[src/rtl/hub75_bcm_scanner.sv]
// ---------------------------------------------------------------------------
// hub75_bcm_scanner
//
// HUB75 RGB matrix scan engine with binary-coded-modulation brightness.
// For every row pair and every bitplane it fetches one pixel pair per column
// from an external frame buffer (1-cycle read latency), shifts the selected
// bitplane out on rgb0/rgb1 with a panel shift clock, blanks, latches, and
// then enables the panel for BASE_TICKS<<plane cycles.
//
// Every output is a register whose next value is computed from the state of
// the current cycle, so what is seen on the pins lags the internal state by
// exactly one cycle. A plane therefore occupies 1+2*COLS+2+(BASE_TICKS<<plane)
// cycles on the pins just as it does internally.
//
// Ports:
//   slowClk1    system clock, all logic on the rising edge
//   reset       asynchronous active-low reset
//   en          scan enable; dropping it aborts to IDLE and restarts the frame
//   rd_row      frame-buffer row address
//   rd_col      frame-buffer column address
//   rd_data0    top-half pixel {R,G,B}, valid 1 cycle after the address
//   rd_data1    bottom-half pixel, same format
//   row_out     panel row address
//   rgb0/rgb1   top/bottom serial colour bits
//   clk_out     panel shift clock
//   latch       panel latch, active-high
//   oe          panel output enable, active-low (1 = blanked)
//   frame_done  one-cycle pulse after the last plane of the last row
//   dbg_state_o current FSM state (IDLE=0 SHIFT=1 BLANK=2 LATCH=3 DISPLAY=4)
// ---------------------------------------------------------------------------
module hub75_bcm_scanner #(
    parameter int COLS       = 32,
    parameter int ROW_BITS   = 4,
    parameter int COLOR_BITS = 4,
    parameter int BASE_TICKS = 8
) (
    input  logic                    slowClk1,
    input  logic                    reset,
    input  logic                    en,
    output logic [ROW_BITS-1:0]     rd_row,
    output logic [$clog2(COLS)-1:0] rd_col,
    input  logic [3*COLOR_BITS-1:0] rd_data0,
    input  logic [3*COLOR_BITS-1:0] rd_data1,
    output logic [ROW_BITS-1:0]     row_out,
    output logic [2:0]              rgb0,
    output logic [2:0]              rgb1,
    output logic                    clk_out,
    output logic                    latch,
    output logic                    oe,
    output logic                    frame_done,
    output logic [2:0]              dbg_state_o
);

    localparam int COL_W   = $clog2(COLS);
    localparam int SHIFT_W = $clog2(2*COLS+1);
    localparam int PLANE_W = (COLOR_BITS > 1) ? $clog2(COLOR_BITS) : 1;
    // Sized for the longest plane (BASE_TICKS<<(COLOR_BITS-1)) plus headroom.
    localparam int TICK_W  = $clog2(BASE_TICKS << (COLOR_BITS-1)) + 1;

    localparam logic [COL_W-1:0]   COL_LAST   = COL_W'(COLS-1);
    localparam logic [SHIFT_W-1:0] SHIFT_LAST = SHIFT_W'(2*COLS);
    localparam logic [PLANE_W-1:0] PLANE_LAST = PLANE_W'(COLOR_BITS-1);

    typedef enum logic [2:0] {
        IDLE    = 3'd0,
        SHIFT   = 3'd1,
        BLANK   = 3'd2,
        LATCH   = 3'd3,
        DISPLAY = 3'd4
    } state_t;

    state_t               state_q, state_d;
    logic [ROW_BITS-1:0]  row_q, row_d;
    logic [PLANE_W-1:0]   plane_q, plane_d;
    logic [SHIFT_W-1:0]   shift_cnt_q, shift_cnt_d;
    logic [TICK_W-1:0]    tick_q, tick_d;
    logic [TICK_W-1:0]    tick_last;

    logic [ROW_BITS-1:0]  rd_row_q, rd_row_d;
    logic [COL_W-1:0]     rd_col_q, rd_col_d;
    logic [ROW_BITS-1:0]  row_out_q, row_out_d;
    logic [2:0]           rgb0_q, rgb0_d;
    logic [2:0]           rgb1_q, rgb1_d;
    logic                 clk_out_q, clk_out_d;
    logic                 latch_q, latch_d;
    logic                 oe_q, oe_d;
    logic                 frame_done_q, frame_done_d;

    // Selects bit 'pl' of each of the R, G and B fields of a packed pixel.
    function automatic logic [2:0] pick_bits(input logic [3*COLOR_BITS-1:0] px,
                                             input logic [PLANE_W-1:0] pl);
        int idx;
        idx = int'(pl);
        return {px[2*COLOR_BITS+idx], px[COLOR_BITS+idx], px[idx]};
    endfunction

    assign tick_last = (TICK_W'(BASE_TICKS) << plane_q) - 1'b1;

    always_comb begin
        state_d      = state_q;
        row_d        = row_q;
        plane_d      = plane_q;
        shift_cnt_d  = shift_cnt_q;
        tick_d       = tick_q;
        rd_row_d     = rd_row_q;
        rd_col_d     = rd_col_q;
        row_out_d    = row_out_q;
        rgb0_d       = rgb0_q;
        rgb1_d       = rgb1_q;
        clk_out_d    = 1'b0;
        latch_d      = 1'b0;
        oe_d         = 1'b1;
        frame_done_d = 1'b0;

        if (state_q != IDLE && !en) begin
            // Abort: blank immediately and start the next run on a fresh frame.
            state_d = IDLE;
            row_d   = '0;
            plane_d = '0;
        end else begin
            case (state_q)
                IDLE: begin
                    if (en) begin
                        state_d     = SHIFT;
                        shift_cnt_d = '0;
                        rd_col_d    = '0;
                        rd_row_d    = row_q;
                    end
                end
                SHIFT: begin
                    shift_cnt_d = shift_cnt_q + 1'b1;
                    if (shift_cnt_q == '0) begin
                        // Address of column 0 is on the bus; data arrives next cycle.
                        clk_out_d = 1'b0;
                    end else if (shift_cnt_q[0]) begin
                        // Phase 0: data for column rd_col_q is valid now.
                        rgb0_d   = pick_bits(rd_data0, plane_q);
                        rgb1_d   = pick_bits(rd_data1, plane_q);
                        rd_col_d = (rd_col_q == COL_LAST) ? rd_col_q : rd_col_q + 1'b1;
                    end else begin
                        // Phase 1: clock the held bits into the panel.
                        clk_out_d = 1'b1;
                        if (shift_cnt_q == SHIFT_LAST) begin
                            state_d = BLANK;
                        end
                    end
                end
                BLANK: begin
                    state_d = LATCH;
                end
                LATCH: begin
                    latch_d   = 1'b1;
                    row_out_d = row_q;
                    tick_d    = '0;
                    state_d   = DISPLAY;
                end
                DISPLAY: begin
                    oe_d   = 1'b0;
                    tick_d = tick_q + 1'b1;
                    if (tick_q == tick_last) begin
                        if (plane_q == PLANE_LAST) begin
                            plane_d = '0;
                            row_d   = row_q + 1'b1;
                            if (row_q == '1) begin
                                frame_done_d = 1'b1;
                            end
                        end else begin
                            plane_d = plane_q + 1'b1;
                        end
                        state_d     = SHIFT;
                        shift_cnt_d = '0;
                        rd_col_d    = '0;
                        rd_row_d    = row_d;
                    end
                end
                default: begin
                    state_d = IDLE;
                end
            endcase
        end
    end

    always_ff @(posedge slowClk1 or negedge reset) begin
        if (!reset) begin
            state_q      <= IDLE;
            row_q        <= '0;
            plane_q      <= '0;
            shift_cnt_q  <= '0;
            tick_q       <= '0;
            rd_row_q     <= '0;
            rd_col_q     <= '0;
            row_out_q    <= '0;
            rgb0_q       <= '0;
            rgb1_q       <= '0;
            clk_out_q    <= 1'b0;
            latch_q      <= 1'b0;
            oe_q         <= 1'b1;
            frame_done_q <= 1'b0;
        end else begin
            state_q      <= state_d;
            row_q        <= row_d;
            plane_q      <= plane_d;
            shift_cnt_q  <= shift_cnt_d;
            tick_q       <= tick_d;
            rd_row_q     <= rd_row_d;
            rd_col_q     <= rd_col_d;
            row_out_q    <= row_out_d;
            rgb0_q       <= rgb0_d;
            rgb1_q       <= rgb1_d;
            clk_out_q    <= clk_out_d;
            latch_q      <= latch_d;
            oe_q         <= oe_d;
            frame_done_q <= frame_done_d;
        end
    end

    assign rd_row      = rd_row_q;
    assign rd_col      = rd_col_q;
    assign row_out     = row_out_q;
    assign rgb0        = rgb0_q;
    assign rgb1        = rgb1_q;
    assign clk_out     = clk_out_q;
    assign latch       = latch_q;
    assign oe          = oe_q;
    assign frame_done  = frame_done_q;
    assign dbg_state_o = state_q;

endmodule
[config.mk]
export PLATFORM = sky130hd
export DESIGN_NAME = hub75_bcm_scanner
export DESIGN_NICKNAME = d
export VERILOG_FILES = /design/src/rtl/hub75_bcm_scanner.sv
export SDC_FILE = /design/constraint.sdc
export NUM_CORES = 1
export LEC_CHECK = 0
export BUFFER_PORTS_ARGS = -buffer_cell sky130_fd_sc_hd__buf_2
export CORE_AREA = 3 3 84 86
export CTS_CLUSTER_DIAMETER = 80
export DETAILED_ROUTE_END_ITERATION = 10
export DIE_AREA = 0 0 87 89
export GPL_ROUTABILITY_DRIVEN = 0
export PLACE_DENSITY_LB_ADDON = 0.1
export SLEW_MARGIN = 20
export SYNTH_ARGS = -nofsm -noshare
export SYNTH_HDL_FRONTEND = slang
export SYNTH_SLANG_ARGS = --single-unit
[constraint.sdc]
create_clock -name slowClk1 -period 2.76 [get_ports slowClk1]
set_input_delay 0.414 -clock slowClk1 [delete_from_list [all_inputs] [get_ports slowClk1]]
set_output_delay 0.414 -clock slowClk1 [all_outputs]
set_load 0.01 [all_outputs]
==> results.cfg, run 1 <==
[drt]
detail_route.first_pass.iterations = 4
vias = 2002
drt_iter0_markers = 107
wirelength_per_cell_microns = 14.8
post_drt_via_cell_ratio = 5.38
detail_route.wirelength_mm = 5.52
remaining_drc_errors = 0
route.antenna.remaining_nets = 0

[clock_network]
cts_tree = done
clock_sinks = 46
max-clock-path-buffers = 2
cts_root_buf = clkbuf_8
holdBufCountCts = 0
post_cts.repair.setup_buffers = 0
clk_transition_reported_paths_ps = 80
cts_max_level = 2
cts_resized = 0
insertion_delay_ps = 290
numCtsBuffers = 5

[sta]
min_period_over_period_pct = 86.3
tightestPinTransition_ps = 596
tns_ps = 0
timing.fmax_mhz = 420
skew_ps = 4.22
final.min_clock_period_ps = 2380
finalSetupViolCount = 0
final_hold_vios = 0
slew-limit-headroom_pct = 59.9
grt_setup_unrepaired = false
worst_hold_slack_ps = 44.6
maxSlewViolCount = 0

[finish]
synthToLayoutAreaGrowth_pct = 17.0
most-common-layout-cells = buf_2, dfrtp_1, nand2_1
post_route_cells_drive_above_1_share_pct = 29.2
layout_commonest_cell = buf_2
post-route-cell-area_sq_mm = 0.00297
n_antenna_cell = 0
finalNetCount = 330

[worst_setup_path]
start_to_end_type_of_the_worst_setup_path = register to register
critical_path.cell_chain = buf_4, ha_1, xor2_1, xnor2_1, nand2_4, or4_1, a31o_1
critical-path-max-stage-delay_ps = 490
worstPathMaxFanout = 10
crit_path_start_kind = register
regToRegStartpoint = plane_q[0]
required_ps = 2950
arrival_ps = 2570
worst_setup_path_end_kind = register
worst_path_dominant_cell_family = simple AND/OR/NAND/NOR gates
critical_path.n_buffers_inverters = 1
worst_setup_path_startpoint = plane_q[0]
crit_path_top_delay_cell = or4_1

[synth]
warnings_from_yosys = 0
most_common_flop_cell_mapped_by_yosys = dfrtp_1
synth_edf_count = 0
syn-num-nets = 277
syn_inst = 241
synth-async-reset-ratio_pct = 100
syn_area_per_cell_sq_um = 10.5
yosysSeqAreaShare_pct = 45.4
netlist_area_sq_mm = 0.00254
post_synth_num_cell_types = 50
ys_ff_latch = 46

[floorplan]
design.die.area_sq_mm = 0.00774
std_cell_rows = 29
ioPinCount = 53
die_y_microns = 89
initial_core_util_pct = 39.9
dieWidth_microns = 87
core_area_sq_mm = 0.00635

[grt]
grt_start_max_net_pins = 29
grt.overflow.total = 0
via_count_of_the_first_global_routing_pass = 1958
grt_antenna_before_repair = 0
grt_pass1_wl_mm = 9.40
global_route.usage.total_pct = 15.3

[placement]
detailed_place.area_sq_mm = 0.00288
numPortBuffers = 52
place_hpwl_mm = 3.99

[power_and_ir_drop]
pd_cells_mw_per_mm2 = 598
p_total_uw = 1780
power.leakage_uw = 0.00149
vdd_ir_drop_max_v = 0.000306

[min_path]
timing.hold.worst.class = input port to async pin

[flow_run]
maxCapViolations = 0

[outcome]
status = finished clean
-- logic make-up (layout without fill, tap and decap cells) --
family | Yosys count | count (layout) | synth area share (%)
compound gates | 48 | 48 | 12.8
xor+xnor | 10 | 10 | 3.75
fa+ha+maj | 9 | 9 | 4.44
buf+inv | 19 | 73 | 3.31
flops | 46 | 46 | 45.4
mux | 19 | 19 | 11.9
simple gates | 90 | 90 | 18.4
-- path summary, 6_finish.rpt --
check | endpoint | slack (ps) | depth (start not counted)
setup reg to reg | row_q[2] | 380 | 7
hold / removal | rd_col[0] | 40 | 1
min in group slowClk1 | dbg_state_o[1] | 450 | 2
setup / recovery | row_q[2] | 380 | 7
max in group asynchronous | tick_q[6] | 1990 | 2
hold reg to reg | row_out[0] | 480 | 2
-- through the flow --
step           utilization (%)  cells  worst slack [ps]
3_5_place_dp              45.3    364               399
4_1_cts                   46.7    372               379
5_1_grt                   46.7    372               233
6_report                  46.7    372               378
3_3_place_gp              45.3    364               447
2_1_floorplan                -    241               493
-- per-layer routing --
metal,part of all wire (%),up-vias,GRT usage [%]
li1,-,984,-
met1,47,971,20.2
met2,47,41,25.5
met3,4.7,6,3.41
met4,1.3,0,4.25
met5,0,-,0
-- state kept, by name, indices dropped and copies added, names as in the netlist, 2 cells and up --
signal       count
shift_cnt_q      7
rd_row           4
plane_q          2
row_out          4
row_q            4
dbg_state_o      3
tick_q           7
rd_col           5
rgb1             3
rgb0             3
-- cells in the mapped netlist (2+ instances only) --
master	count	area, sq um
o21ai_0	17	85.1
o31ai_1	5	37.5
o41ai_1	3	26.3
mux4_1	6	158
and3_1	6	37.5
o2bb2ai_1	2	17.5
or4_1	2	15.0
and2_1	2	12.5
clkbuf_1	6	22.5
buf_2	4	20.0
nand3b_1	2	15.0
a21oi_1	8	40.0
mux2i_1	2	20.0
a31oi_1	3	18.8
nor2_1	20	75.1
nand4_1	4	25.0
nand2_1	31	116
mux2_2	11	124
nor4_1	3	18.8
xor2_1	5	43.8
xnor2_1	4	35.0
inv_1	7	26.3
nand3_1	5	25.0
dfrtp_1	45	1130
a22oi_1	2	15.0
nor3_1	4	20.0
ha_1	9	113
-- where the power goes --
group	total, uW	internal [uW]	switching [uW]
clock network	424	202	222
registers	881	777	104
logic	471	204	266
-- cell type report --
| class | instances | area [sq um] |
|---|---|---|
| fill | 611 | 3380 |
| multi-input combinational | 176 | 1300 |
| sequential | 46 | 1150 |
| timing repair buffer | 57 | 298 |
| tap | 77 | 96.3 |
| clock buffer | 7 | 86.3 |
| inverter | 8 | 30.0 |
| clock inverter | 1 | 5.00 |
-- worst register-to-register path, stage by stage (launching register included) --
cell     delay, ps
dfrtp_1        420
buf_4          190
ha_1           210
xor2_1         170
xnor2_1        440
nand2_4        150
or4_1          490
a31o_1         220
(Power assumes the default switching activity.)
==> run 2, diff against run 1 <==
==> constraint.sdc (replaced) <==
create_clock -name slowClk1 -period 2.76 [get_ports slowClk1]
set_input_delay 0.138 -clock slowClk1 [delete_from_list [all_inputs] [get_ports slowClk1]]
set_output_delay 0.138 -clock slowClk1 [all_outputs]
set_load 0.01 [all_outputs]
==> run 2 against run 1 <==
Count of clock-buffer cells in the layout down 2. Combinational power about the same. Cell area is 1.7% higher. Sequential share of layout area fell by 0.66 points. Clock power up 44%. Hold slack better by 120 ps. Largest cell class unchanged. Setup slack better by 23 ps. First-iteration DRC count shrank 13%. Cell count is the same.
==> results.cfg, run 2 (synthesis gave the netlist of run 1 again) <==
[worst_setup_path]
worst_setup_path_startpoint = plane_q[0]
arrival_ps = 2560
worstPathMaxFanout = 10
crit_path_top_delay_cell = or4_1
worst_path_dominant_cell_family = simple AND/OR/NAND/NOR gates
path_depth = 7
critical_path.cell_chain = buf_4, ha_1, xor2_1, xnor2_1, nand2_4, or4_1, a31o_1
reg2reg_setup_slack_ps = 400
crit_path_start_kind = register
critical_path.n_buffers_inverters = 1
critical-path-max-stage-delay_ps = 480
regToRegStartpoint = plane_q[0]
worst_setup_path_end_kind = register
regToRegEndpoint = row_q[2]
crit_path_end = row_q[2]
required_ps = 2960
rr_worst_depth = 7
start_to_end_type_of_the_worst_setup_path = register to register

[finish]
n_antenna_cell = 0
synthToLayoutAreaGrowth_pct = 19.0
fillerInstances = 613
post_route_cells_drive_above_1_share_pct = 29.2
total_area_of_multi_input_combinational_cells_sq_mm = 0.00130
layout_commonest_cell = buf_2
final_cells = 372
finalNetCount = 330
final-seq-area_sq_mm = 0.00115
most-common-layout-cells = buf_2, dfrtp_1, nand2_1

[sta]
maxSlewViolCount = 0
final_hold_vios = 0
skew_ps = 6.61
tightestPinTransition_ps = 614
tns_ps = 0
min_period_over_period_pct = 85.5
final.min_clock_period_ps = 2360
timing.fmax_mhz = 424
finalSetupViolCount = 0
grt_setup_unrepaired = false
slew-limit-headroom_pct = 58.6

[flow_run]
maxCapViolations = 0

[floorplan]
dieWidth_microns = 87
initial_core_util_pct = 39.9
core_area_sq_mm = 0.00635
die_y_microns = 89
std_cell_rows = 29
ioPinCount = 53
design.die.area_sq_mm = 0.00774

[grt]
grt_pass1_wl_mm = 9.09
grt_antenna_before_repair = 0
global_route.usage.total_pct = 15.0
grt_start_max_net_pins = 47
via_count_of_the_first_global_routing_pass = 1859
grt.overflow.total = 0

[clock_network]
cts_root_buf = clkbuf_8
holdBufCountCts = 0
cts_max_level = 2
insertion_delay_ps = 300
clk_transition_reported_paths_ps = 90
max-clock-path-buffers = 2
cts_resized = 0
cts_tree = done
numCtsBuffers = 5
clock_sinks = 46
post_cts.repair.setup_buffers = 0

[min_path]
hold_path_startpoint = en
timing.hold.worst.class = input port to register

[power_and_ir_drop]
power.leakage_uw = 0.00151
p_total_uw = 1960
vdd_ir_drop_max_v = 0.000379
pd_cells_mw_per_mm2 = 650

[drt]
drt_iter0_markers = 93
wirelength_per_cell_microns = 14.8
route.antenna.remaining_nets = 0
remaining_drc_errors = 0
detail_route.wirelength_mm = 5.50
vias = 1957
detail_route.first_pass.iterations = 4
post_drt_via_cell_ratio = 5.26

[placement]
place_hpwl_mm = 3.89
numPortBuffers = 52
placedCellCount = 363

[outcome]
status = finished clean
[run 2: cell types whose count changed in the layout (fill, tap and decap cells not counted)]
cell | previous run | this run
buf_2 | 52 | 51
bufinv_16 | 0 | 2
clkbuf_1 | 1 | 0
clkbuf_8 | 6 | 5
clkinv_2 | 1 | 0
clkinv_4 | 0 | 1
dlygate4sd3_1 | 0 | 1
[run 2: cell type report]
cell class	count	area share [%]
tap	77	3.19
sequential	46	38.2
multi-input combinational	176	43.1
clock buffer	5	2.28
clock inverter	3	2.28
inverter	8	0.995
timing repair buffer	57	10.0
[run 2: metal layers]
metal | GRT usage (%) | share of wire (%) | up-vias
li1 | - | - | 986
met1 | 20.0 | 49 | 930
met2 | 23.9 | 45 | 36
met3 | 4.15 | 4.7 | 5
met4 | 4.67 | 1.2 | 0
met5 | 0 | 0 | -
[run 2: stage by stage]
step,setup slack [ps],util (%),instance area [sq um],hold slack (ps)
finish,401,47.5,3020,163
global route,281,47.5,3020,165
CTS,376,47.3,3010,67.2
detailed placement,402,45.2,2870,406
global placement,443,45.2,2870,399
floorplan,493,-,2540,-158
[run 2: power breakdown]
part           switching [uW]  total, uW  internal, uW
Clock                     247        610           363
Combinational             266        470           205
Sequential                106        883           777
[run 2: worst min path at each step]
stage	end	slack (ps)	depth (start not counted)
finish	dbg_state_o[1]	160	2
global route	dbg_state_o[1]	170	2
CTS	rd_col[0]	70	1
detailed placement	rd_col[0]	410	1
global placement	rd_col[0]	400	1
floorplan	clk_out	-160	0
